<file path="src/rtl/axil_pkg.sv">
`default_nettype none
// ============================================================================
// Module  : axil_pkg
// Brief   : Shared types and constants for the AXI4-Lite single-beat master.
// Revision: 1.0 - initial release
// ============================================================================
package axil_pkg;

    // AXI response codes as they appear on bResp / rResp.
    typedef enum logic [1:0] {
        RESP_OKAY   = 2'b00,
        RESP_EXOKAY = 2'b01,
        RESP_SLVERR = 2'b10,
        RESP_DECERR = 2'b11
    } axi_resp_e;

    // Transaction sequencer states; only one transaction is ever in flight.
    typedef enum logic [2:0] {
        ST_IDLE    = 3'd0,
        ST_WR_REQ  = 3'd1,
        ST_WR_RESP = 3'd2,
        ST_RD_REQ  = 3'd3,
        ST_RD_RESP = 3'd4,
        ST_RSP     = 3'd5
    } axil_state_e;

    // Default protection attributes: unprivileged, secure, data access.
    localparam logic [2:0] C_PROT_DEFAULT = 3'b000;

endpackage : axil_pkg
`default_nettype wire

</file>
<file path="src/rtl/axil_master.sv">
`default_nettype none
// ============================================================================
// Module  : axil_master
// Brief   : Converts a simple command/response interface into single AXI4-Lite
//           read or write transactions, one outstanding at a time.
// Revision: 1.0 - initial release
// ============================================================================
module axil_master
    import axil_pkg::*;
#(
    parameter logic [2:0] PROT = C_PROT_DEFAULT
) (
    input  logic        aclk,
    input  logic        areset,
    // command side
    input  logic        cmdValid,
    output logic        cmdReady,
    input  logic        cmdWrite,
    input  logic [31:0] cmdAddr,
    input  logic [31:0] cmdData,
    input  logic [3:0]  cmdStrb,
    // response side
    output logic        rspValid,
    input  logic        rspReady,
    output logic [31:0] rspData,
    output logic [1:0]  rspResp,
    // write address channel
    output logic [31:0] awAddr,
    output logic [2:0]  awProt,
    output logic        awValid,
    input  logic        awReady,
    // write data channel
    output logic [31:0] wData,
    output logic [3:0]  wStrb,
    output logic        wValid,
    input  logic        wReady,
    // write response channel
    input  logic [1:0]  bResp,
    input  logic        bValid,
    output logic        bReady,
    // read address channel
    output logic [31:0] arAddr,
    output logic [2:0]  arProt,
    output logic        arValid,
    input  logic        arReady,
    // read data channel
    input  logic [31:0] rData,
    input  logic [1:0]  rResp,
    input  logic        rValid,
    output logic        rReady
);

    axil_state_e r_state;
    axil_state_e w_state_nxt;

    logic        r_aw_done;
    logic        r_w_done;
    logic [31:0] r_addr;
    logic [31:0] r_data;
    logic [3:0]  r_strb;
    logic [31:0] r_rsp_data;
    logic [1:0]  r_rsp_resp;

    logic        w_cmd_fire;
    logic        w_aw_fire;
    logic        w_w_fire;
    logic        w_b_fire;
    logic        w_r_fire;

    assign w_cmd_fire = cmdValid && cmdReady;
    assign w_aw_fire  = awValid && awReady;
    assign w_w_fire   = wValid && wReady;
    assign w_b_fire   = bValid && bReady;
    assign w_r_fire   = rValid && rReady;

    // Payloads come straight from the command registers; both address
    // channels share the single captured address.
    assign awAddr  = r_addr;
    assign arAddr  = r_addr;
    assign wData   = r_data;
    assign wStrb   = r_strb;
    assign awProt  = PROT;
    assign arProt  = PROT;
    assign rspData = r_rsp_data;
    assign rspResp = r_rsp_resp;

    // State register; reset abandons any transaction in flight.
    always_ff @(posedge aclk or posedge areset) begin
        if (areset) begin
            r_state <= ST_IDLE;
        end else begin
            r_state <= w_state_nxt;
        end
    end

    // Next-state and handshake outputs. Valids/readies derive only from the
    // state register and done flags, so they are glitch-free and drop to zero
    // the instant reset forces IDLE.
    always_comb begin
        w_state_nxt = r_state;
        cmdReady    = 1'b0;
        awValid     = 1'b0;
        wValid      = 1'b0;
        bReady      = 1'b0;
        arValid     = 1'b0;
        rReady      = 1'b0;
        rspValid    = 1'b0;
        case (r_state)
            ST_IDLE: begin
                // Gated by reset so no command is taken while it is held.
                cmdReady = !areset;
                if (cmdValid && !areset) begin
                    w_state_nxt = cmdWrite ? ST_WR_REQ : ST_RD_REQ;
                end
            end
            ST_WR_REQ: begin
                // Each channel retires independently; move on once both have.
                awValid = !r_aw_done;
                wValid  = !r_w_done;
                if ((r_aw_done || awReady) && (r_w_done || wReady)) begin
                    w_state_nxt = ST_WR_RESP;
                end
            end
            ST_WR_RESP: begin
                bReady = 1'b1;
                if (bValid) begin
                    w_state_nxt = ST_RSP;
                end
            end
            ST_RD_REQ: begin
                arValid = 1'b1;
                if (arReady) begin
                    w_state_nxt = ST_RD_RESP;
                end
            end
            ST_RD_RESP: begin
                rReady = 1'b1;
                if (rValid) begin
                    w_state_nxt = ST_RSP;
                end
            end
            ST_RSP: begin
                rspValid = 1'b1;
                if (rspReady) begin
                    w_state_nxt = ST_IDLE;
                end
            end
            default: begin
                w_state_nxt = ST_IDLE;
            end
        endcase
    end

    // Per-channel completion flags for the write request phase; cleared
    // whenever the sequencer is anywhere else so each write starts fresh.
    always_ff @(posedge aclk or posedge areset) begin
        if (areset) begin
            r_aw_done <= 1'b0;
            r_w_done  <= 1'b0;
        end else if (r_state == ST_WR_REQ) begin
            if (w_aw_fire) begin
                r_aw_done <= 1'b1;
            end
            if (w_w_fire) begin
                r_w_done <= 1'b1;
            end
        end else begin
            r_aw_done <= 1'b0;
            r_w_done  <= 1'b0;
        end
    end

    // Command payload capture and response capture; held until the next
    // event that overwrites them so AXI and response payloads stay stable.
    always_ff @(posedge aclk or posedge areset) begin
        if (areset) begin
            r_addr     <= '0;
            r_data     <= '0;
            r_strb     <= '0;
            r_rsp_data <= '0;
            r_rsp_resp <= '0;
        end else begin
            if (w_cmd_fire) begin
                r_addr <= cmdAddr;
                r_data <= cmdData;
                r_strb <= cmdStrb;
            end
            if (w_b_fire) begin
                r_rsp_data <= '0;
                r_rsp_resp <= bResp;
            end else if (w_r_fire) begin
                r_rsp_data <= rData;
                r_rsp_resp <= rResp;
            end
        end
    end

endmodule : axil_master
`default_nettype wire
</file>
<file path="config.mk">
export PLATFORM = sky130hd
export DESIGN_NAME = axil_master
export DESIGN_NICKNAME = d
export VERILOG_FILES = /design/src/rtl/axil_pkg.sv /design/src/rtl/axil_master.sv
export SDC_FILE = /design/constraint.sdc
export NUM_CORES = 1
export LEC_CHECK = 0
export CORE_MARGIN = 2
export CORE_UTILIZATION = 41
export DETAILED_ROUTE_END_ITERATION = 8
export HOLD_SLACK_MARGIN = 0.05
export PLACE_DENSITY_LB_ADDON = 0.25
export SYNTH_ARGS = -nofsm -noshare
export SYNTH_HDL_FRONTEND = slang
export SYNTH_SLANG_ARGS = --single-unit
</file>
<file path="constraint.sdc">
create_clock -name aclk -period 6.6 [get_ports aclk]
set_input_delay 1.32 -clock aclk [delete_from_list [all_inputs] [get_ports aclk]]
set_output_delay 1.32 -clock aclk [all_outputs]
set_load 0.01 [all_outputs]
</file>
; ---- Word level (Yosys, flattened, before mapping)
; Cells that the tools add are included.
; Widths: inputs -> output; s select.
[word_totals]
mem_bits_ro = 0
register_bits = 107
latchBits = 0
memories = 0
word_cells = 59
output_inout_bits = 147
ramBits = 0
inputBits = 114
[classes]
n_bitwise = 0
n_mul = 0
shift = 0
n_reduce_logical = 15
div = 0
n_eq_ne = 13
order_cmp = 0
n_addsub = 0
mux = 23
[op_table]
columns = cell, count
row1 = $mux 32, 2
row2 = $mux 3, 6
row3 = $pmux 3 s6, 1
row4 = $ne 2x2->1 const B, 8
row5 = $mux 1, 11
row6 = $logic_and 1x1->1, 7
row7 = $eq 3x2->1 const B, 2
row8 = $eq 3x3->1 const B, 2
row9 = $mux 2, 3
row10 = $reduce_and 6->1, 1
row11 = $eq 3x1->1 const B, 1
row12 = $logic_not 1->1, 3
row13 = $logic_not 3->1, 1
row14 = $logic_or 1x1->1, 2
row15 = $reduce_bool 2->1, 1

; ---- Longest topological paths before layout
[logic_depth]
depth_word = 5
mapped_depth = 7
depth_no_buf = 4

; ---- Least setup slack after synthesis
; No wires, ideal clock.
[synth_path]
kind = in2out
from = input port areset
to = output port cmdReady
path_buffers = 0
setup_slack_ns = 3.762
required_time_ns = 5.280
arrival_ns = 1.518
path_stages = 1
cell_sequence = nor4_4
[synth_via]
elab_chain_cells = 2
[synth_lines]
columns = item, line
row1 = from (decl), axil_master.sv:14  ; input logic areset,
row2 = $logic_not 1->1 (no source line), n/a
row3 = $mux 1, axil_master.sv:108  ; case (r_state)
row4 = to (decl), axil_master.sv:17  ; output logic cmdReady,
; Every way passes these cells.

; ---- Worst setup path after layout
; Same ends and word-level chain as after synthesis.

==> flow_metrics.tcl <==
set metrics [dict create \
    status "completed" \
    relSlewSlack 0.168 \
    synth_top_area_share 0.599 \
    h-tree-depth 3 \
    r2r-end "arAddr[2]" \
    cp-start-kind "input pin" \
    top_layer_used "met4" \
    drt-met1-wl_um 4380 \
    regArea_um2 2680 \
    synth_warnings 0 \
    min_period_over_period 0.607 \
    gp_congestion 0.706 \
    die_w_um 108 \
    slowest_delay_ps 600 \
    clkTransAtPathRegs_ps 90 \
    ctsResizeCount 0 \
    hold_viol 0 \
    antenna_found_initial 0 \
    r2r_slack_ps 4380 \
    viasPerCell 4.77 \
    syn_avg_cell_area_um2 14.5 \
    wl_per_cell_um 17.0 \
    cp_slowest_cell "clkdlybuf4s50_1" \
    p_leak_uw 0.00311 \
    cts_root_buffer "clkbuf_8" \
    core_area_um2 10700 \
    grt_pass1_vias 3162 \
    synth_area_leaders "dfrtp_1, mux2_2, mux2_4, buf_4, a22o_1" \
    cts_tree "done" \
    cts.sinks 107 \
    placed_cell_area_um2 6850 \
    die_area_um2 11800 \
    grt_max_degree 69 \
    ys_ff_latch 107 \
    timing.fmax_mhz 249 \
    insertedDiodeCount 0 \
    num_rows 38 \
    synth_area_um2 4470 \
    drtIter0Drc 98 \
    min_path_cells 2 \
    cts_made_buffers 9 \
    hold_buffers 0 \
    cap_violations 0 \
    path_cells "clkdlybuf4s50_1 > nor4_4 > clkdlybuf4s50_1" \
    nFillCells 844 \
    wl_met3_um 1170 \
    syn_to_final_growth_pct 58.6 \
    crit_fanout 3 \
    nets 638 \
    dr.pass1.iters 4 \
    clockBufferDepth 2 \
    irDropWorstVdd_mv 0.213 \
    cp-endpoint "cmdReady" \
    critical_path_arrival_ps 2690 \
    rsz0062_at_grt "no" \
    fin_area_um2 7090 \
    ys_types 30 \
    clkLatencyLatePin_ps 360 \
    crit_path_end_kind "primary output" \
    final.setup.tns_ps 0 \
    yosysTopAreaCell "dfrtp_1" \
    path_class "in2out" \
    wl_um 11300 \
    r2r_cells 3 \
    syn-instance-count 308 \
    report.final.slew_viol_count 0 \
    pin_count 261 \
    multiInputGateArea_um2 1440 \
    vias 3191 \
    period_minus_slack_ps 4010 \
    route.met2.wl_um 5620 \
    tightest_slew_ps 1240 \
    finalSetupViolCount 0 \
    route.detailed.drc 0 \
    drive_gt1_frac 0.174 \
    postCtsSetupRepairBufs 0 \
    fin_total_pwr_uw 3280 \
    die_y_um 108 \
    final_core_util 0.660 \
    hold_path_class "reg2reg" \
    grt_pass1_wl_um 16900 \
    ys_seq_area_frac 0.599 \
    grt.total_usage 0.189 \
    io_buffers 254 \
    dp_hpwl_um 8360 \
    cp_data_required_time_ps 5280 \
    overflow 0 \
    final.setup_skew_ps 14.2 \
    powerDensity_nw_per_um2 462 \
    worstReg2RegStart "r_state[0]" \
    drtAntennaViolNets 0 \
    critPathMostFrequentCell "clkdlybuf4s50_1" \
    start_util 0.416 \
    startpoint "areset" \
]
[cells in the mapped netlist]
master and instances:
and2_1 2, nand3b_1 2, a22o_1 33, nor3_2 1, buf_6 3, o41ai_2 1
a21o_1 2, conb_1 1, clkbuf_1 4, nand2_1 8, and3b_1 1, nor2b_1 1
dfrtp_1 107, buf_2 9, o22a_1 1, a32oi_1 2, nor2_1 10, a31o_2 1
or3b_2 1, nor3b_1 1, mux2_4 20, nor4_4 1, mux2_2 48, nand2b_1 1
inv_1 1, a21oi_1 1, nor3_1 1, mux2i_1 1, buf_4 39, o21ai_0 4
[per-layer routing]
layer,global-route usage,vias to the layer above
met5,0,-
met2,0.319,167
li1,-,1469
met1,0.227,1542
met4,0.0650,0
met3,0.0633,13
[how the worst min path moves through the flow]
stage	start	endpoint
2_1_floorplan	r_aw_done	r_aw_done
3_3_place_gp	rspResp[1]	rspResp[1]
3_5_place_dp	rspResp[0]	rspResp[0]
4_1_cts	rspResp[0]	rspResp[0]
5_1_grt	rspResp[0]	rspResp[0]
6_report	rspResp[0]	rspResp[0]
[sequential cells by signal, summed over array words and instances (netlist names)]
signal / cells
r_w_done: 1
wStrb: 4
wData: 32
arAddr: 32
r_aw_done: 1
r_state: 3
rspData: 32
rspResp: 2
[critical path: cells and delay by family]
kind          cells  cell delay, ps
buf+inv           2            1120
simple gates      1             250
[report_power, final]
group / internal [uW] / total, uW / switching [uW]
Combinational: 1050 / 1620 / 576
Sequential: 957 / 1170 / 217
Clock: 263 / 484 / 221
[layout by cell type, fill, tap and decap left out]
cell,netlist,layout
conb_1,1,6
clkinvlp_4,0,1
a31o_2,1,1
mux2i_1,1,1
a21o_1,2,2
nand2b_1,1,1
a22o_1,33,33
bufinv_16,0,3
inv_6,0,1
dfrtp_1,107,107
o22a_1,1,1
buf_4,39,1
nand2_4,0,1
a32oi_1,2,2
a21oi_1,1,1
and2_1,2,2
clkdlybuf4s50_1,0,254
clkinv_2,0,1
inv_4,0,1
mux2_4,20,20
nor3b_1,1,1
nor3_1,1,1
o41ai_2,1,1
nand2_1,8,7
or3b_2,1,1
nor3_4,0,1
and3b_1,1,1
clkbuf_8,0,10
nand3b_1,2,2
nor2b_1,1,1
mux2_2,48,48
nor2_1,10,10
nor4_4,1,1
o21ai_0,4,4
[metrics by stage]
| step | setup WS (ps) | hold WS (ps) | std cells |
|---|---|---|---|
| 2_1_floorplan | 2460 | 486 | 313 |
| 4_1_cts | 2580 | 486 | 669 |
| 3_5_place_dp | 2590 | 464 | 653 |
| 6_report | 2590 | 482 | 669 |
| 5_1_grt | 2530 | 508 | 669 |
| 3_3_place_gp | 2610 | 453 | 653 |
[area by class of cell]
cell class / instances / share of cell area
clock buffers: 10 / 0.0194
clock inverters: 6 / 0.0157
inverters: 1 / 0.000882
multi-input cells: 150 / 0.202
flip-flops and latches: 107 / 0.377
well taps: 140 / 0.0247
repair buffers: 255 / 0.359
[cells by family (layout without fill, tap and decap cells)]
group,count (synthesis),in the layout,share of synthesized area
AOI/OAI and AO/OA,45,45,0.0851
buffers and inverters,56,272,0.0873
DFF,107,107,0.599
muxes,69,69,0.190
other,1,6,0.000839
and+or+nand+nor,30,30,0.0378
(Power assumes the default switching activity.)
